### src/rtl/apb_multi_slave_top.sv
// rtl/apb_multi_slave_top.sv - command-driven APB master with decoded register-file slaves
module apb_multi_slave_top #(
    parameter int DATA_WIDTH     = 32,
    parameter int ADDR_WIDTH     = 4,
    parameter int NUM_SLAVES     = 2,
    parameter int REGS_PER_SLAVE = 4,
    parameter int WAIT_STATES    = 1
) (
    input  logic                    pclk,
    input  logic                    preset_n,
    input  logic [1:0]              cmd_i,
    input  logic [ADDR_WIDTH-1:0]   addr_i,
    input  logic [DATA_WIDTH-1:0]   external_wdata_i,
    input  logic [DATA_WIDTH/8-1:0] strb_i,
    output logic                    ready_o,
    output logic [DATA_WIDTH-1:0]   rdata_o,
    output logic                    err_o,
    output logic                    busy_o
);
    localparam int REG_IDX_W = $clog2(REGS_PER_SLAVE);
    localparam int NUM_BYTES = DATA_WIDTH / 8;
    localparam int NUM_WORDS = 2 ** ADDR_WIDTH;

    typedef enum logic [1:0] {IDLE, SETUP, ACCESS, DONE} state_t;

    state_t                  state_q;
    logic [ADDR_WIDTH-1:0]   addr_q;
    logic [DATA_WIDTH-1:0]   wdata_q;
    logic [NUM_BYTES-1:0]    strb_q;
    logic                    write_q;
    logic                    psel_q;
    logic                    penable_q;
    logic [3:0]              wait_cnt_q;
    logic                    ready_q;
    logic                    err_q;
    logic                    busy_q;
    logic [DATA_WIDTH-1:0]   rdata_q;
    logic [DATA_WIDTH-1:0]   regs_q [NUM_WORDS];

    logic                    pready;
    logic                    pslverr;

    function automatic logic is_mapped(input logic [ADDR_WIDTH-1:0] a);
        logic [31:0] slave_idx;
        slave_idx = 32'(a) >> REG_IDX_W;
        return slave_idx < 32'(NUM_SLAVES);
    endfunction

    // With no psel asserted the default responder answers at once with an error.
    assign pready  = penable_q & (psel_q ? (wait_cnt_q == 4'(WAIT_STATES)) : 1'b1);
    assign pslverr = ~psel_q;

    always_ff @(posedge pclk) begin
        if (!preset_n) begin
            state_q    <= IDLE;
            addr_q     <= '0;
            wdata_q    <= '0;
            strb_q     <= '0;
            write_q    <= 1'b0;
            psel_q     <= 1'b0;
            penable_q  <= 1'b0;
            wait_cnt_q <= '0;
            ready_q    <= 1'b0;
            err_q      <= 1'b0;
            busy_q     <= 1'b0;
            rdata_q    <= '0;
            for (int i = 0; i < NUM_WORDS; i++) begin
                regs_q[i] <= '0;
            end
        end else begin
            ready_q <= 1'b0;
            err_q   <= 1'b0;
            unique case (state_q)
                IDLE: begin
                    if (cmd_i[0]) begin
                        addr_q  <= addr_i;
                        wdata_q <= external_wdata_i;
                        strb_q  <= strb_i;
                        write_q <= cmd_i[1];
                        psel_q  <= is_mapped(addr_i);
                        busy_q  <= 1'b1;
                        state_q <= SETUP;
                    end
                end
                SETUP: begin
                    penable_q  <= 1'b1;
                    wait_cnt_q <= '0;
                    state_q    <= ACCESS;
                end
                ACCESS: begin
                    if (pready) begin
                        if (psel_q) begin
                            if (write_q) begin
                                for (int b = 0; b < NUM_BYTES; b++) begin
                                    if (strb_q[b]) begin
                                        regs_q[addr_q][8*b +: 8] <= wdata_q[8*b +: 8];
                                    end
                                end
                            end else begin
                                rdata_q <= regs_q[addr_q];
                            end
                        end else if (!write_q) begin
                            rdata_q <= '0;
                        end
                        ready_q   <= 1'b1;
                        err_q     <= pslverr;
                        psel_q    <= 1'b0;
                        penable_q <= 1'b0;
                        busy_q    <= 1'b0;
                        state_q   <= DONE;
                    end else begin
                        wait_cnt_q <= wait_cnt_q + 4'd1;
                    end
                end
                DONE: begin
                    state_q <= IDLE;
                end
                default: begin
                    state_q <= IDLE;
                end
            endcase
        end
    end

    assign ready_o = ready_q;
    assign err_o   = err_q;
    assign busy_o  = busy_q;
    assign rdata_o = rdata_q;
endmodule

### config.mk
export PLATFORM = sky130hd
export DESIGN_NAME = apb_multi_slave_top
export DESIGN_NICKNAME = d
export VERILOG_FILES = /design/src/rtl/apb_multi_slave_top.sv
export SDC_FILE = /design/constraint.sdc
export NUM_CORES = 1
export LEC_CHECK = 0
export CAP_MARGIN = 25
export CORE_UTILIZATION = 30
export CTS_BUF_LIST = sky130_fd_sc_hd__clkbuf_4
export CTS_CLUSTER_SIZE = 24
export DETAILED_ROUTE_END_ITERATION = 10
export HOLD_SLACK_MARGIN = 0.08
export PLACE_DENSITY_LB_ADDON = 0.05
export SYNTH_ARGS = -nofsm -noshare
export SYNTH_HDL_FRONTEND = slang
export SYNTH_SLANG_ARGS = --single-unit
### constraint.sdc
create_clock -name pclk -period 2.7 [get_ports pclk]
set_input_delay 0.54 -clock pclk [delete_from_list [all_inputs] [get_ports pclk]]
set_output_delay 0.54 -clock pclk [all_outputs]
set_load 0.01 [all_outputs]
-- Yosys cells after proc, flatten, opt, wreduce, memory -nomap -nowiden
Memories as Yosys holds them, arrays and structs flattened. A register that Yosys moved wholly into a read port is not among the register bits.
Cells that the tools add are included.
- $add $sub $neg: 1
- magnitude comparators: 1
- equal/unequal tests: 7
- mux-type cells: 50
- bitwise logic cells: 3
- reduce and logical (&&, ||, !) cells: 12
- operators by type and width (operator ; count):
    2-to-1 mux 32 bit ; 4
    2-to-1 mux 1 bit ; 34
    OR reduction 32 bit ; 1
    2-to-1 mux 4 bit ; 5
    AND reduction 2 bit ; 5
    AND reduction 3 bit ; 3
    one-hot mux 2 bit (4 select lines) ; 1
    one-hot mux 4 bit (2 select lines) ; 1
    != test 2 bit, second input constant ; 3
    one-hot mux 1 bit (2 select lines) ; 3
    adder 4 x 1 -> 4 bit, second input constant ; 1
    == test 2 bit, second input constant ; 2
    == test 4 x 1 -> 1 bit, second input constant ; 1
    2-to-1 mux 2 bit ; 2
    nonzero test 2 bit ; 2
    == test 2 x 1 -> 1 bit, second input constant ; 1
    logical NOT 2 bit ; 1
    < comparator 2 bit, second input constant ; 1
    NOT 1 bit ; 2
    AND 1 bit ; 1
- register bits: 84
- memory bits (writable): 512
- input port bits: 44
- output and inout port bits: 35
- logic and storage cells: 87
- memories kept: 1
- memories (name ; words ; width ; rd ports ; clocked after Yosys merged registers in ; write ports ; RTL line ; RTL):
    regs_q ; 16 ; 32 ; 1 ; 1 ; 16 ; 38 ; logic [DATA_WIDTH-1:0] regs_q [NUM_WORDS];

-- Depth between registers and ports, before layout
Gate-level depths: netlist of the first run.
- depth in word-level cells: 9
- gate-level depth with buffers: 9
- gate-level depth less buffers: 6

-- Least setup slack after synthesis of the first run
No wires, ideal clock.
- kind: reg-to-reg
- from: register wait_cnt_q[0]
- to: memory regs_q[15][16], enable pin
- library setup time: 0.384 ns
- arrival: 2.333 ns
- data required time: 2.316 ns
- slack: -0.017 ns
- stages on the path, launching flop included: 7
- buffers on the path: 2
- clock period less this slack: 2.717 ns
- cell sequence: dfxtp_1 ha_1 or3b_1 clkbuf_2 a2111o_1 buf_4 o21ai_0
- RTL lines (what ; RTL line ; RTL):
    start, declared ; 33 ; logic [3:0] wait_cnt_q;
    start signal, assigned ; 112 ; wait_cnt_q <= wait_cnt_q + 4'd1;
    end, declared ; 38 ;

-- Worst setup path after layout of the first run
- from: register rdata_q[11] (netlist: rdata_o[11])
- to: output port rdata_o[11]
- RTL lines (what ; RTL line ; RTL):
    start, declared ; 37 ; logic [DATA_WIDTH-1:0] rdata_q;
    start signal, assigned ; 100 ; rdata_q <= regs_q[addr_q];
    end, declared ; 16 ; output logic [DATA_WIDTH-1:0] rdata_o,
No word-level cell between the ends.

==> metrics, run 1 <==
post-DP HPWL 53900 um; post-CTS setup buffers 0; GRT overflow 0; Final Core Density 36.8%; Synth top area share 57.2%; Yosys top cell by area edfxtp_1; delay-heaviest family, CP buffers and inverters; die area 90800 um2; MaxCap Viol Count 0; clock-pin transition on the worst setup and hold timing paths 70 ps; I/O Buffers 78; Reg2Reg Depth 6; DRC Markers 33; Main synth FF type edfxtp_1; wire per inst 23.2 um; initial antenna violation count 3; # IOs 79; crit-path max FO 2; EDFF count, synth 512; CTS tree done; unrepaired setup endpoints after global routing false; WS Path Type flop to primary output; P&R area growth vs syn 21.2%; drt total wl 80300 um; LEAKAGE 11.8 nW; Final nets 2191; clock sinks 600; Placer Congestion 0.757; post-route ant nets 0; CP max stage delay 570 ps; layout cells sized above 1 27.3%; Yosys cell types 42; maximum vdd drop 351 uV; net count after synthesis 1873; achievable clock frequency 0.392 GHz; Stages on worst setup path 1; post-synthesis sequential area ratio 63.8%; first-pass GRT wire length 117000 um; critical path launch point type flop; Synth area leaders edfxtp_1, and2_1, mux4_2; Power Total 23.4 mW; Max-slew headroom 37.8%; worst-path cell chain clkdlybuf4s50_1; CP bufs+invs 1; Tcrit/Tclk final 94.4%; final hold viol count 0; die width 301 um; Final Instance Count excl. Fillers 3455; TritonCTS Buffers 171; total number of vias 16300; setup TNS 0 ps; PwrDens 717 nW/um2; largest net degree at the start of global routing 33; violated checks DRC; clk root buf clkbuf_4; FF+latch count, synth 600; deepest clock path buffer count 3; Setup Skew 62.0 ps; Core Area 88500 um2; Tmin final 2550 ps; initial drt markers 1136; Syn Std Cell Area 26900 um2; total track usage 18.1%; WP data required 2160 ps; Slew @ Worst Pin 932 ps; worst hold path cell count 3; Slowest cell on crit path clkdlybuf4s50_1; status complete, but fails checks; clk_lat worst skew 1020 ps; # setup viols final 0; HP Class primary input to flop; crit path DAT 2010 ps; Starting Density 30.4%; Synth Warn # 0; # H-tree levels 4; syn avg cell area 14.7 um2; DR vias/cell 4.73; fin. max-slew vios 0; Cells after Synth 1824; placed cells 3096; async set or reset register ratio after synthesis 0%; vias in the first global route 17000; Die Height 301 um; DR pass1 iterations 8; CP Capture Type primary output; row cnt 109; Worst Hold Slack 208 ps
## cell families (layout without fill, tap and decap cells)
kind of cell / count (synthesis) / in the layout / share of synthesized area, %
mux: 193 / 193 / 13.1
other cells: 0 / 5 / 0
flops: 600 / 600 / 63.8
fa+ha+maj: 5 / 5 / 0.233
simple gates: 707 / 707 / 16.5
buf+inv: 126 / 587 / 2.08
compound gates: 193 / 193 / 4.25
## flip-flops by register name, summed over array words and instances (netlist names), named ones only
register,cells
addr_q,4
busy_o,1
err_o,1
penable_q,1
psel_q,1
rdata_o,32
ready_o,1
regs_q,512
state_q,2
strb_q,4
wait_cnt_q,4
wdata_q,32
write_q,1
## power breakdown
group          leakage, nW  total [mW]  switching (mW)  internal (mW)
logic                 4.47        3.30            1.90           1.40
registers             6.00        11.2           0.718           10.4
clock network         1.36        8.90            4.04           4.86
total                 11.8        23.4            6.66           16.7
## routing by layer
layer | GRT usage, % | vias to the layer above | wire length, um | share of wire, %
met4 | 5.58 | 0 | 1560 | 1.9
met3 | 4.43 | 119 | 3960 | 4.9
met2 | 28.0 | 430 | 37200 | 46
met5 | 0 | - | 0 | 0
met1 | 24.8 | 8263 | 37600 | 47
li1 | - | 7514 | - | -
## layout by cell type (no fill, tap or decap), types with 3 or more instances in the layout
cell type          n
a2111o_2           3
a21o_1            34
a21oi_1           48
and2_1           480
and3_1            32
buf_12            12
buf_4            134
bufinv_16          5
clkbuf_4         258
clkdlybuf4s50_1   76
clkinv_1          39
clkinv_2           5
clkinv_4           4
clkinvlp_4         4
dfxtp_1           83
dfxtp_4            3
diode_2            5
dlygate4sd3_1     38
edfxtp_1         512
ha_1               5
inv_1              8
mux2i_1           65
mux4_2           128
nand2_1           96
nand3_1           10
nor2_1            11
nor2_4            56
nor2b_1            6
o21ai_0           64
o21ai_1            3
o22ai_1           33
## worst paths after layout
| kind | slack, ps | startpoint | to |
|---|---|---|---|
| worst max-delay path | 150 | rdata_o[11] | rdata_o[11] |
| worst min-delay path | 210 | strb_i[0] | strb_q[0] |
| worst max register to register | 220 | wait_cnt_q[0] | regs_q[11][1] |
| worst min register to register | 450 | rdata_o[2] | rdata_o[2] |
## cells in the mapped netlist (all sizes together), types with 2 or more instances
library cell / n
edfxtp: 512
and2: 481
mux4: 128
nand2: 97
dfxtp: 88
clkbuf: 84
nor2: 67
o21ai: 67
mux2i: 65
a21oi: 48
a21o: 34
buf: 33
o22ai: 33
and3: 32
nand3: 10
inv: 9
nor2b: 6
ha: 5
a2111o: 4
nand2b: 2
nand3b: 2
nand4b: 2
nor3: 2
nor3b: 2
## stage by stage
| stage | instance area (um2) | setup WS, ps |
|---|---|---|
| after floorplan | 26900 | -17.2 |
| after global placement | 29900 | 178 |
| after detailed placement | 29900 | 154 |
| after CTS | 32600 | 8.18 |
| after global routing | 32600 | 17.6 |
| final | 32600 | 152 |
## what timing repair did
action / 4_1_cts / 5_1_grt
pin swaps: 0 / 0
resized for setup: 3 / 3
hold buffers: 38 / 0
setup endpoints to repair: 3 / 129
endpoints found under the hold margin: 39 / 0
## final cells by class
| type | count | area [um2] |
|---|---|---|
| inverters | 9 | 33.8 |
| clock buffers | 258 | 1940 |
| multi-input cells | 1098 | 9200 |
| well taps | 1165 | 1460 |
| flip-flops and latches | 600 | 17200 |
| fillers | 8478 | 55900 |
| diodes | 5 | 12.5 |
| repair buffers | 262 | 2400 |
| clock inverters | 58 | 390 |
No activity file was read; power rests on OpenSTA's default activity.
==> inputs of run 2 (changes only) <==
--- a/config.mk
+++ b/config.mk
@@ -6,6 +6,7 @@
 export NUM_CORES = 1
 export LEC_CHECK = 0
 export CAP_MARGIN = 25
+export CORE_MARGIN = 1.5
 export CORE_UTILIZATION = 30
 export CTS_BUF_LIST = sky130_fd_sc_hd__clkbuf_4
 export CTS_CLUSTER_SIZE = 24
==> metrics, run 2 (synthesized netlist as in run 1, its figures left out) <==
WS Path Type flop to primary output; Tmin final 2550 ps (+2.38 ps); Die Height 302 um (+0.33%); worst setup margin 150 ps (-2.38 ps); Largest register FFs 512 (unchanged); CP bufs+invs 1 (unchanged); placed cells 3097 (+0.032%); # setup viols final 0 (unchanged); deepest clock path buffer count 3 (unchanged); I/O Buffers 78 (unchanged); post-route ant nets 0 (unchanged); GRT overflow 0 (unchanged); DR vias/cell 4.65 (-1.5%); CP Capture Type primary output; post-DP HPWL 53000 um (-1.7%); TritonCTS Buffers 170 (-0.58%); HP Class primary input to flop; die width 302 um (+0.33%); Net Sw Frac 28.1% (-0.41 points); LEAKAGE 11.9 nW (+0.31%); Slew @ Worst Pin 989 ps (+57.6 ps); logic gate share of total power 13.9% (-0.2 points); achievable clock frequency 0.392 GHz (about the same); clk root buf clkbuf_4; clock network power share 37.8% (-0.3 points); drt total wl 79600 um (-0.83%); critical path launch point type flop; GR Util met1 24.4% (-0.43 points); placed inst area 29900 um2 (+0.23%); Tcrit/Tclk final 94.5% (about the same); violated checks DRC; CTS tree done; clk_lat worst skew 1000 ps (-20 ps); largest net degree at the start of global routing 47 (+42%); register area 17100 um2 (about the same); footprint of the multi-input gates 9190 um2 (about the same); Starting Density 30.4% (unchanged); initial drt markers 1044 (-8.1%); DRC Markers 12 (-64%); die area 91400 um2 (+0.66%); internal power 16.7 mW (+0.20%); GR Util met3 3.79% (-0.64 points); total track usage 17.8% (-0.24 points); Setup Skew 51.0 ps (-10.9 ps); met2 global-route usage 28.2% (+0.17 points); most utilized layer in the global route result met2; clock-pin transition on the worst setup and hold timing paths 50 ps (-20 ps); maximum vdd drop 378 uV (+7.7%); MaxCap Viol Count 0 (unchanged); CP max stage delay 610 ps (+40 ps); clock sinks 600 (unchanged); Setup WS pre-CTS 213 ps (+59.2 ps); most common cell after layout, fill and taps aside edfxtp_1; total number of vias 16100 (-1.6%); final hold viol count 0 (unchanged); status complete, but fails checks; crit-path max FO 2 (unchanged); delay-heaviest family, CP buffers and inverters; initial antenna violation count 4 (+1); first-pass GRT wire length 116000 um (-1.0%); Final Instance Count excl. Fillers 3452 (-0.087%); WP data required 2160 ps (about the same); Power Total 23.3 mW (-0.38%); Slowest cell on crit path clkdlybuf4s50_1; Final nets 2192 (+0.046%); row cnt 109 (unchanged); Max-slew headroom 33.9% (-3.8 points); Placer Congestion 0.763 (+0.79%); P&R area growth vs syn 21.4%; worst-path cell chain clkdlybuf4s50_1; crit path DAT 2010 ps (about the same); commonest non-fill, non-tap cells in the layout edfxtp_1, and2_1, clkbuf_4, buf_4, mux4_2; register with the most flip-flops regs_q; wire per inst 23.1 um (-0.74%); vias in the first global route 16800 (-1.2%); PwrDens 714 nW/um2 (-0.50%); Sw Pwr 6.54 mW (-1.8%); layout cells sized above 1 27.2% (-0.060 points); fill count 8432 (-0.54%); final instance area 32600 um2 (+0.12%); # IOs 79 (unchanged); unrepaired setup endpoints after global routing false; DR pass1 iterations 8 (unchanged); Core Area 88500 um2 (unchanged); Worst Hold Slack 250 ps (+41.2 ps); sequential power share 48.3% (+0.5 points); # H-tree levels 4 (unchanged); fin. max-slew vios 0 (unchanged)
==> run 2: cell types whose count changed in the layout (fill, tap and decap cells not counted), sizes merged <==
cell / delta
buf: +1
clkbuf: +3
clkdlybuf4s50: -3
clkinv: -13
diode: +3
dlygate4sd2: +3
dlygate4sd3: +1
inv: +2
==> run 2: tightest hold or removal path, stage by stage <==
cell and delay, ps:
clkdlybuf4s50_1 400, nand2_1 130, a21oi_1 100
==> run 2: power by group through the flow <==
stage	Clock, mW	Sequential (mW)	Combinational, mW
6_report	8.80	11.2	3.24
5_1_grt	9.64	11.3	3.50
4_1_cts	9.17	11.3	3.32
3_5_place_dp	0	11.5	3.27
3_3_place_gp	0	11.5	3.25
2_1_floorplan	0	10.8	2.10
==> run 2: area by class of cell <==
cell class | instances | share of cell area (%)
Tap cell | 1165 | 4.47
Clock buffer | 261 | 6.01
Multi-Input combinational cell | 1098 | 28.2
Clock inverter | 47 | 1.00
Antenna cell | 8 | 0.0614
Timing Repair Buffer | 264 | 7.60
Inverter | 9 | 0.104
Sequential cell | 600 | 52.6
==> run 2: final timing paths <==
check / start / end / slack, ps / cells after the start
max reg2reg: wait_cnt_q[1] / regs_q[11][15] / 170 / 7
min: addr_i[1] / flop / 250 / 3
max: busy_o / busy_o / 150 / 1
min reg2reg: rdata_o[6] / rdata_o[6] / 450 / 1
==> run 2: layer usage <==
layer | vias to the layer above | routed length [um]
li1 | 7505 | -
met1 | 8085 | 37500
met2 | 359 | 37100
met3 | 116 | 3340
met4 | 0 | 1660
met5 | - | 0
==> run 2: timing repair <==
action | CTS | global route
hold endpoints to repair | 42 | 0
setup buffers | 0 | 0
gates resized for setup | 4 | 0
hold buffers | 39 | 0
setup endpoints to repair | 4 | 0
==> run 2: through the flow <==
stage / util (%) / TNS (ps)
after floorplan: - / -3270
after global placement: 33.8 / 0
after CTS: 36.8 / 0
after detailed placement: 33.8 / 0
final: 36.8 / 0
after global routing: 36.8 / 0
